## src/rtl/mem_stream_reader.sv

```systemverilog
// Streams a validated window of byte-addressable memory onto a valid/ready byte
// stream and keeps a running checksum of the bytes the consumer accepts.
module mem_stream_reader #(
    parameter logic [31:0] MEM_START = 32'h8000_0000,
    parameter int unsigned MEM_SIZE  = 8192
) (
    input  logic        clk,
    input  logic        reset_n,
    input  logic        start,
    input  logic [31:0] start_addr,
    input  logic [31:0] byte_count,
    output logic        busy,
    output logic        done,
    output logic        err,
    output logic [31:0] mem_addr,
    input  logic [31:0] mem_rd,
    output logic        out_valid,
    input  logic        out_ready,
    output logic [7:0]  out_data,
    output logic [31:0] checksum
);

    localparam int unsigned LP_AW      = 32;
    localparam int unsigned LP_BW      = 8;
    localparam logic [LP_AW:0] LP_WIN_LO  = (LP_AW+1)'(MEM_START);
    localparam logic [LP_AW:0] LP_WIN_END = (LP_AW+1)'(MEM_START) + (LP_AW+1)'(MEM_SIZE);

    typedef enum logic [1:0] {
        ST_IDLE = 2'd0,
        ST_RUN  = 2'd1,
        ST_FIN  = 2'd2
    } state_t;

    state_t             r_state;
    state_t             w_state_next;

    logic [LP_AW-1:0]   r_mem_addr;
    logic [LP_AW-1:0]   r_remaining;
    logic [LP_AW-1:0]   r_checksum;
    logic [LP_BW-1:0]   r_out_data;
    logic               r_out_valid;
    logic               r_busy;
    logic               r_done;
    logic               r_err;

    logic               w_accept;
    logic               w_range_err;
    logic               w_empty_req;
    logic               w_fetch;
    logic               w_hs;
    logic               w_last;
    logic               w_unused;

    // Range check is done in 33 bits so start_addr + byte_count cannot wrap.
    assign w_range_err = ({1'b0, start_addr} < LP_WIN_LO) ||
                         (({1'b0, start_addr} + {1'b0, byte_count}) > LP_WIN_END);
    assign w_empty_req = (byte_count == '0);
    assign w_accept    = (r_state == ST_IDLE) && start;
    assign w_fetch     = (r_state == ST_RUN) && (r_remaining != '0) && (!r_out_valid || out_ready);
    assign w_hs        = (r_state == ST_RUN) && r_out_valid && out_ready;
    assign w_last      = w_hs && (r_remaining == '0);
    assign w_unused    = ^mem_rd[LP_AW-1:LP_BW];

    always_comb begin
        w_state_next = r_state;
        case (r_state)
            ST_IDLE: begin
                if (start) begin
                    if (w_range_err || w_empty_req) begin
                        w_state_next = ST_FIN;
                    end else begin
                        w_state_next = ST_RUN;
                    end
                end
            end
            ST_RUN: begin
                if (w_last) begin
                    w_state_next = ST_FIN;
                end
            end
            ST_FIN:  w_state_next = ST_IDLE;
            default: w_state_next = ST_IDLE;
        endcase
    end

    // State plus status flags derived from the upcoming state.
    always_ff @(posedge clk or negedge reset_n) begin
        if (!reset_n) begin
            r_state <= ST_IDLE;
            r_busy  <= 1'b0;
            r_done  <= 1'b0;
        end else begin
            r_state <= w_state_next;
            r_busy  <= (w_state_next != ST_IDLE);
            r_done  <= (w_state_next == ST_FIN);
        end
    end

    always_ff @(posedge clk or negedge reset_n) begin
        if (!reset_n) begin
            r_mem_addr  <= '0;
            r_remaining <= '0;
            r_checksum  <= '0;
            r_out_data  <= '0;
            r_out_valid <= 1'b0;
            r_err       <= 1'b0;
        end else begin
            if (w_accept) begin
                r_checksum <= '0;
                r_err      <= w_range_err;
                if (!w_range_err && !w_empty_req) begin
                    r_mem_addr  <= start_addr;
                    r_remaining <= byte_count;
                end
            end

            // A fetch refills the output slot; a bare handshake empties it.
            if (w_fetch) begin
                r_out_data  <= mem_rd[LP_BW-1:0];
                r_out_valid <= 1'b1;
                r_mem_addr  <= r_mem_addr + LP_AW'(1);
                r_remaining <= r_remaining - LP_AW'(1);
            end else if (w_hs) begin
                r_out_valid <= 1'b0;
            end

            if (w_hs) begin
                r_checksum <= r_checksum + LP_AW'(r_out_data);
            end
        end
    end

    assign busy      = r_busy;
    assign done      = r_done;
    assign err       = r_err;
    assign mem_addr  = r_mem_addr;
    assign out_valid = r_out_valid;
    assign out_data  = r_out_data;
    assign checksum  = r_checksum;

endmodule

```

## config.mk

```make
export PLATFORM = sky130hd
export DESIGN_NAME = mem_stream_reader
export DESIGN_NICKNAME = d
export VERILOG_FILES = /design/src/rtl/mem_stream_reader.sv
export SDC_FILE = /design/constraint.sdc
export NUM_CORES = 1
export LEC_CHECK = 0
export CAP_MARGIN = 20
export CORE_ASPECT_RATIO = 2
export CORE_MARGIN = 2
export CORE_UTILIZATION = 24
export CTS_CLUSTER_DIAMETER = 30
export DETAILED_ROUTE_END_ITERATION = 7
export SLEW_MARGIN = 5
export SYNTH_ARGS = -nofsm -noshare
export SYNTH_HDL_FRONTEND = slang
export SYNTH_SLANG_ARGS = --single-unit
```

## constraint.sdc

```tcl
create_clock -name clk -period 3.5 [get_ports clk]
set_clock_uncertainty 0.2 [all_clocks]
set_input_delay 0.35 -clock clk [delete_from_list [all_inputs] [get_ports clk]]
set_output_delay 0.35 -clock clk [all_outputs]
set_load 0.05 [all_outputs]
```

# After elaboration in Yosys (flattened, before gate mapping)
# Index checks and enable logic that the tools add are counted.
# totals
output_inout_bits	76
in_bits	100
reg_bits	110
word_cells	54
# classes
muxes	14
n_lt_le_gt_ge	2
n_reduce_logical	23
addsub	4
n_eq_ne	2
# op_table
operator	n
$mux W32	8
$logic_not A32 Y1	2
$add A32 B32 Y33	1
$gt A33 B32 Y1 const B	1
$add A32 B1 Y32 const B	1
$add A32 B8 Y32	1
$lt A32 B32 Y1 const B	1
$reduce_bool A32 Y1	1
$sub A32 B1 Y32 const B	1
$reduce_bool A2 Y1	5
$logic_and A1 B1 Y1	7
$mux W2	3
$pmux W2 S2	1
$logic_not A1 Y1	3
$logic_or A1 B1 Y1	3
$eq A2 B1 Y1 const B	1
$eq A2 B2 Y1 const B	1
$logic_not A2 Y1	1
$mux W1	2
$reduce_and A2 Y1	1

# Depth between registers and ports, before layout
# Gate-level depths: netlist (run 1).
# logic_depth
ltp_word	8
mapped_depth	15
mapped_depth_nobuf	13

# Worst setup path after synthesis (run 1)
# No wires, ideal clock.
# synth_path
kind	in2reg
from	input port start_addr[0]
to	register r_remaining[0]
path_buffers	1
path_slack_ns	-0.515
stages	14
required_time_ns	3.173
arrival_ns	3.687
path_cell_list	ha_1 fa_1 a21o_1 a221o_1 a211o_1 a211o_1 nor2_1 o21ai_1 or4_4 nor4_4 a32oi_1 buf_2 mux2i_1 or2_2
# synth_between
elab_chain_cells	7
word_cells_on_any_way	8
# synth_lines
item	line_no	source
start, declared	10	input logic [31:0] start_addr,
$add A32 B32 Y33	56	(({1'b0, start_addr} + {1'b0, byte_count}) > LP_WIN_END);
$gt A33 B32 Y1	56	
$logic_or A1 B1 Y1 *	55	assign w_range_err = ({1'b0, start_addr} < LP_WIN_LO) ||
$logic_not A1 Y1 *	111	if (!w_range_err && !w_empty_req) begin
$logic_and A1 B1 Y1 *	111	
$reduce_bool A2 Y1 (no source line) *	n/a	
$reduce_and A2 Y1 (no source line) *	n/a	
end signal, assigned	113	r_remaining <= byte_count;
end signal, assigned	122	r_remaining <= r_remaining - LP_AW'(1);
end, declared	38	logic [LP_AW-1:0] r_remaining;
# Every way passes the cells marked *; elsewhere a longest branch is shown, timed or not.
# A chain may end at the register's enable or synchronous reset.

# Final worst setup path (run 1)
# layout_path
from	input port start_addr[4]
to	register r_mem_addr[10], in the netlist mem_addr[10]
# layout_between
elab_chain_cells	7
word_cells_on_any_way	8
# layout_lines
item	line_no	source
$add A32 B32 Y33	56	
$gt A33 B32 Y1	56	
$logic_or A1 B1 Y1 *	55	
$logic_not A1 Y1 *	111	
$logic_and A1 B1 Y1 *	111	
$reduce_bool A2 Y1 (no source line) *	n/a	
$reduce_and A2 Y1 (no source line) *	n/a	
end signal, assigned	112	r_mem_addr <= start_addr;
end signal, assigned	121	r_mem_addr <= r_mem_addr + LP_AW'(1);
end, declared	37	logic [LP_AW-1:0] r_mem_addr;
# Marked as above.

==> results of run 1 <==
## registers in the layout (all words and copies together), names as in the netlist
signal and flops:
busy 1, checksum 32, done 1, err 1
mem_addr 32, out_data 8, out_valid 1, r_remaining 32
r_state 2
## final cells by class
type                    instances  area, um^2  area share [%]
well taps                     436         546            4.25
clock inverters                 7         106           0.830
flip-flops and latches        110        2750            21.5
clock buffers                   9         225            1.76
inverters                      73         274            2.14
repair buffers                349        3230            25.2
multi-input cells             805        5690            44.4
## repair_timing
item                                    4_1_cts  5_1_grt
hold endpoints to repair                     40        0
pin swaps                                    29       24
gates resized for setup                      89       75
gates cloned                                  3        0
buffers inserted                             11        5
endpoints found under the setup margin       69       69
hold buffers                                  1        0
## cells in the final DEF, fill, tap and decap left out, types with 6 or more instances in the layout
cell	synthesis	routed
mux2i_1	10	10
xnor2_1	16	16
dlymetal6s2s_1	0	16
a211oi_1	10	9
a21oi_2	0	51
o21ai_0	76	63
o221ai_2	0	8
inv_1	73	73
nor2_1	56	54
buf_12	0	9
dlygate4sd2_1	0	11
o21ai_1	1	8
or2_2	9	6
nor4_1	22	20
clkdlybuf4s50_1	0	118
a21oi_1	105	53
and2_1	11	10
dfrtp_1	110	110
ha_4	0	13
o211ai_1	23	23
xor2_1	9	9
o31ai_1	9	9
o21ai_2	0	6
buf_4	1	180
nor3_1	22	19
a31oi_1	15	14
ha_1	43	29
or3_1	22	22
nand3_1	73	72
nand4_1	18	18
clkbuf_16	0	9
o221ai_1	26	11
nand2_1	122	120
and3_1	18	15
a21o_1	15	15
o221ai_4	0	7
## cell usage after synthesis (all sizes together) (4+ instances only)
| cell | number |
|---|---|
| ha | 43 |
| a22o | 4 |
| nand2 | 122 |
| buf | 11 |
| o21ai | 77 |
| o211ai | 23 |
| and3 | 18 |
| dfrtp | 110 |
| nand3 | 73 |
| inv | 73 |
| o31ai | 9 |
| nand4 | 18 |
| or4 | 4 |
| nor2 | 56 |
| a21o | 15 |
| a31oi | 15 |
| nor4 | 23 |
| o221ai | 26 |
| a311oi | 6 |
| nor3 | 22 |
| a21oi | 105 |
| nand2b | 5 |
| or3 | 22 |
| mux2i | 10 |
| or2 | 9 |
| clkbuf | 30 |
| o21bai | 6 |
| xnor2 | 16 |
| a31o | 4 |
| a211oi | 10 |
| o221a | 4 |
| xor2 | 9 |
| and2 | 11 |
## report_power, final
part	switching (mW)	internal (mW)	leakage, nW	total [mW]
sequential	0.507	1.66	1.29	2.17
combinational	2.31	1.50	4.17	3.82
clock	0.573	0.640	0.162	1.21
total	3.39	3.81	5.62	7.20
## metal layers
layer	global-route usage [%]	wire length, um
met1	18.5	11600
met2	37.0	18900
met5	0	0
met3	2.33	1270
met4	11.4	2180
## cell families (layout without fill, tap and decap cells)
group	count (synthesis)	after routing	synth area share (%)
compound gates	329	329	25.6
xor+xnor	25	25	2.68
fa+ha+maj	45	45	7.07
buf+inv	114	438	5.77
flops	110	110	33.7
mux	10	10	1.22
simple gates	396	396	24.0
## critical path: cells and delay by family
kind                       cells  cell delay (ns)
adders and majority gates      1             0.31
AOI/OAI and AO/OA              8             1.84
buffers and inverters          3             0.62
and+or+nand+nor                3             0.80
## final timing paths
kind / endpoint / slack (ns) / depth (start not counted)
max: mem_addr[10]$_DFFE_PN0P_ / -0.37 / 15
min: mem_addr[11]$_DFFE_PN0P_ / 0.20 / 3
max reg2reg: r_remaining[31]$_DFFE_PN0P_ / 0.33 / 11
min reg2reg: r_state[0]$_DFF_PN0_ / 0.29 / 1
max in group asynchronous: err$_DFFE_PN0P_ / 1.97 / 3
min in group asynchronous: out_data[2]$_DFFE_PN0P_ / 0.29 / 2
## through the flow
step	area, um^2	hold WS [ns]	utilization [%]	setup TNS [ns]
CTS	12400	0.198	36.9	-37.57
floorplan	8360	-0.146	-	-15.87
global route	12800	0.223	38.1	-31.43
finish	12800	0.202	38.1	-20.04
global placement	11700	0.176	34.7	-77.37
detailed placement	11700	0.178	34.7	-77.37
==> results.cfg, run 1 <==
[drt]
drt_iter0_drc = 352
ant_nets = 0
drt_pass1_iterations = 7
via_per_inst = 5.21
totalWireLength_um = 34000
drc = 0
drt-wirelength-per-cell_um = 19.0
via_count = 9321

[power_and_ir_drop]
irDropWorstVdd_v = 0.000340
power.total_mw = 7.20
p_leak_nw = 5.62
power.density_mw_per_mm2 = 562

[logic_synthesis]
ys.flop_type = dfrtp_1
yosysWarnings = 0
synth_area_leaders = dfrtp_1 34%, ha_1 6.6%, a21oi_1 6.4%
ys_ff_latch = 110
yosysTopAreaCell = dfrtp_1
synth-seq-area-share_pct = 33.7
synth-async-reset-ratio_pct = 100
synth_edf_count = 0
synth_cell_types = 65
syn_inst = 1029
syn_area_mm2 = 0.00818
synth_nets = 1174
yosysTopAreaCellShare_pct = 33.7
syn_area_per_cell_um2 = 7.94

[run_status]
outcome = complete, but fails checks
violations = setup timing

[sta]
setup_ws_ns = -0.374
maxSlewViolCount = 0
maxSlewHeadroom_pct = 61.4
min_period_ns = 3.87
setup_viol_count_final = 69
final.period_utilization_pct = 111
rsz0062_at_grt = yes
fmax_mhz = 258
worst_pin_slew_ns = 0.579
hold_viol = 0

[critical_path]
r2r_start = r_remaining[9]$_DFFE_PN0P_
cp_common_cell = a211o_1
arrival_ns = 3.95
worstSetupEndpointType = register
path_max_fanout = 8
crit_required_ns = 3.57
crit_type = input port to register
cp_slowest_cell = or4_4
crit_path_start_kind = input port
crit_start = start_addr[4]
slowest_delay_ns = 0.49
crit_chain = clkdlybuf4s15_1 > ha_4 > a21o_1 > a221o_1 > a211o_1 > a211o_1 > nor2_1 > o21ai_1 > or4_4 > nor4_4 > a32oi_4 > buf_12 > buf_16 > o211ai_1 > a21oi_1

[layout]
drive_above_1_share_pct = 25.9
fillers = 3361
diodes = 0
area_growth_pct = 56.8
layoutNonFillerInstCount = 1789
fin_nets = 1493

[global_routing]
antenna_found_initial = 0
grt_pass1_vias = 9570
grt_max_degree = 71
gr-total-overflow = 0
grt.total_usage_pct = 19.0
grt_pass1_wl_um = 52500

[placement]
dp_hpwl_um = 25800
dp.cells = 1757
portBuffers = 151
gp_congestion = 0.921
dp_slack_ns = -1.19

[clock_tree]
numCtsBuffers = 9
clkTransAtPathRegs_ns = 0.09
cts_sinks = 110
clk_latency_ns = 0.39
cts_tree = built
clockBufferDepth = 2
clock-root-buffer = clkbuf_16
cts_max_level = 3

[worst_hold_path]
holdCritPathClass = input port to register
hold_path.startpoint = start_addr[11]

[floorplan]
die_h_um = 265
die_x_um = 135
num_rows = 95
core_area_mm2 = 0.0336
initial_core_util_pct = 24.3
die_area_mm2 = 0.0356
num_io_pins = 176

[job]
cap_violations = 0
Power figures use the tool's default switching activity.
==> run 2: changes to the inputs <==
==> constraint.sdc (replaced) <==
create_clock -name clk -period 4.2 [get_ports clk]
set_clock_uncertainty 0.2 [all_clocks]
set_input_delay 0.42 -clock clk [delete_from_list [all_inputs] [get_ports clk]]
set_output_delay 0.42 -clock clk [all_outputs]
set_load 0.05 [all_outputs]
==> run 2 against run 1 <==
Against the previous run:
- the flow now finishes without violations
- final cell count fell by 1.1%
- register-to-register slack improved by 0.49 ns
- die area did not move
==> results.cfg, run 2 (synthesis results as in run 1) <==
[run_status]
outcome = finished, final reports clean

[job]
cap_violations = 0

[floorplan]
initial_core_util_pct = 24.3
die_h_um = 265
die_x_um = 135
die_area_mm2 = 0.0356
num_io_pins = 176
core_area_mm2 = 0.0336
num_rows = 95

[power_and_ir_drop]
power.internal_mw = 2.99
power.density_mw_per_mm2 = 467
p_leak_nw = 5.42
power.total_mw = 5.69
p_comb_share_pct = 51.4
clock_power_share_pct = 16.8
p_switching_mw = 2.70
switching_share_pct = 47.4
power.share.sequential_pct = 31.7
irDropWorstVdd_v = 0.000297

[critical_path]
path_max_fanout = 8
cp_top_family = compound AO/OA/AOI/OAI gates
critPathBufInv = 3
crit_required_ns = 4.26
crit_chain = buf_4 > ha_4 > fa_2 > a21o_1 > a221o_1 > a211o_1 > a211o_1 > nor2_1 > o21ai_1 > or4_4 > nor4_4 > a32oi_4 > buf_12 > buf_4 > mux2i_1 > or2_4
crit_type = input port to register
cp_slowest_cell = or4_4
arrival_ns = 4.12
crit_path_start_kind = input port
slowest_delay_ns = 0.49
worstSetupEndpointType = register

[layout]
area_growth_pct = 48.8
drive_above_1_share_pct = 19.7
layoutNonFillerInstCount = 1770
diodes = 0
final_common_cell = buf_4
fin_nets = 1474
layout_common_cells = 174 x buf_4, 121 x nand2_1, 118 x clkdlybuf4s50_1, 110 x dfrtp_1, 94 x a21oi_1

[placement]
dp.cells = 1740
portBuffers = 151
gp_congestion = 0.915
dp_slack_ns = -0.821
dp_hpwl_um = 25700

[global_routing]
grt_pass1_wl_um = 50300
antenna_found_initial = 0
grt_max_degree = 59
gr-total-overflow = 0
grt.total_usage_pct = 18.1
grt_pass1_vias = 9343

[drt]
drt-wirelength-per-cell_um = 18.6
drt_iter0_drc = 455
drt_pass1_iterations = 4
via_count = 9213
drc = 0
ant_nets = 0
via_per_inst = 5.21
totalWireLength_um = 32900

[clock_tree]
clk_latency_ns = 0.38
clock-root-buffer = clkbuf_16
cts_max_level = 3
cts_tree = built
clockBufferDepth = 2
cts_sinks = 110
clkTransAtPathRegs_ns = 0.08
numCtsBuffers = 9

[worst_hold_path]
holdCritPathClass = input port to register

[sta]
hold_viol = 0
maxSlewViolCount = 0
min_period_ns = 4.06
final.period_utilization_pct = 96.7
maxSlewHeadroom_pct = 42.4
setup_viol_count_final = 0
rsz0062_at_grt = yes
setup_ws_ns = 0.140
fmax_mhz = 246
worst_pin_slew_ns = 0.864
==> run 2: worst register-to-register path: stages, from the launching register on <==
cell      delay (ns)
dfrtp_1         0.47
ha_1            0.23
nand3_1         0.28
nor4_1          0.44
buf_4           0.23
nor3b_1         0.56
and2_1          0.37
a311oi_1        0.13
a41oi_1         0.16
o21ai_0         0.10
a21oi_1         0.13
==> run 2: worst paths after layout <==
path | endpoint | slack [ns] | start | cells after the start
max in group asynchronous | checksum[2]$_DFFE_PN0P_ | 2.30 | reset_n | 3
min in group asynchronous | mem_addr[3]$_DFFE_PN0P_ | 0.47 | reset_n | 2
worst max register to register | mem_addr[30]$_DFFE_PN0P_ | 0.82 | mem_addr[0]$_DFFE_PN0P_ | 10
worst min register to register | r_state[0]$_DFF_PN0_ | 0.28 | r_state[1]$_DFF_PN0_ | 1
worst min-delay path | mem_addr[7]$_DFFE_PN0P_ | 0.23 | start_addr[7] | 3
worst max-delay path | mem_addr[0]$_DFFE_PN0P_ | 0.14 | start_addr[0] | 16
==> run 2: through the flow <==
step / instance area [um^2] / util [%] / hold slack, ns / TNS [ns]
5_1_grt: 12200 / 36.2 / 0.278 / -0.0151
6_report: 12200 / 36.2 / 0.229 / 0
3_3_place_gp: 11400 / 33.8 / 0.256 / -51.50
4_1_cts: 11800 / 35.1 / 0.282 / 0
2_1_floorplan: 8180 / - / -0.0756 / 0
3_5_place_dp: 11400 / 33.8 / 0.264 / -51.72
==> run 2: power by group through the flow <==
stage	logic (mW)	clock network [mW]	registers (mW)
floorplan	1.13	0	2.37
global placement	2.79	0	1.81
detailed placement	2.84	0	1.81
CTS	2.88	0.997	1.80
global route	3.16	1.02	1.86
finish	2.92	0.958	1.80
==> run 2: layout make-up <==
type	count	area (um^2)
tap	436	546
timing repair buffer	330	2980
clock buffer	10	239
inverter	73	274
multi-input combinational	805	5300
sequential	110	2750
clock inverter	6	76.3
fill	3437	21500
==> run 2: metal layers <==
layer / vias to the layer above / track usage [%] / share of wire (%)
met3: 100 / 1.98 / 2.8
met5: - / 0 / 0
met2: 240 / 36.0 / 57
met4: 0 / 10.8 / 5.9
li1: 4412 / - / -
met1: 4461 / 17.4 / 35
==> run 2: what timing repair did <==
| item | CTS | global route |
|---|---|---|
| buffers inserted | 12 | 2 |
| pin swaps | 16 | 21 |
| endpoints found under the setup margin | 68 | 66 |
| hold endpoints to repair | 56 | 0 |
| hold buffers | 1 | 0 |
| gates resized for setup | 41 | 66 |
| gates cloned | 0 | 1 |
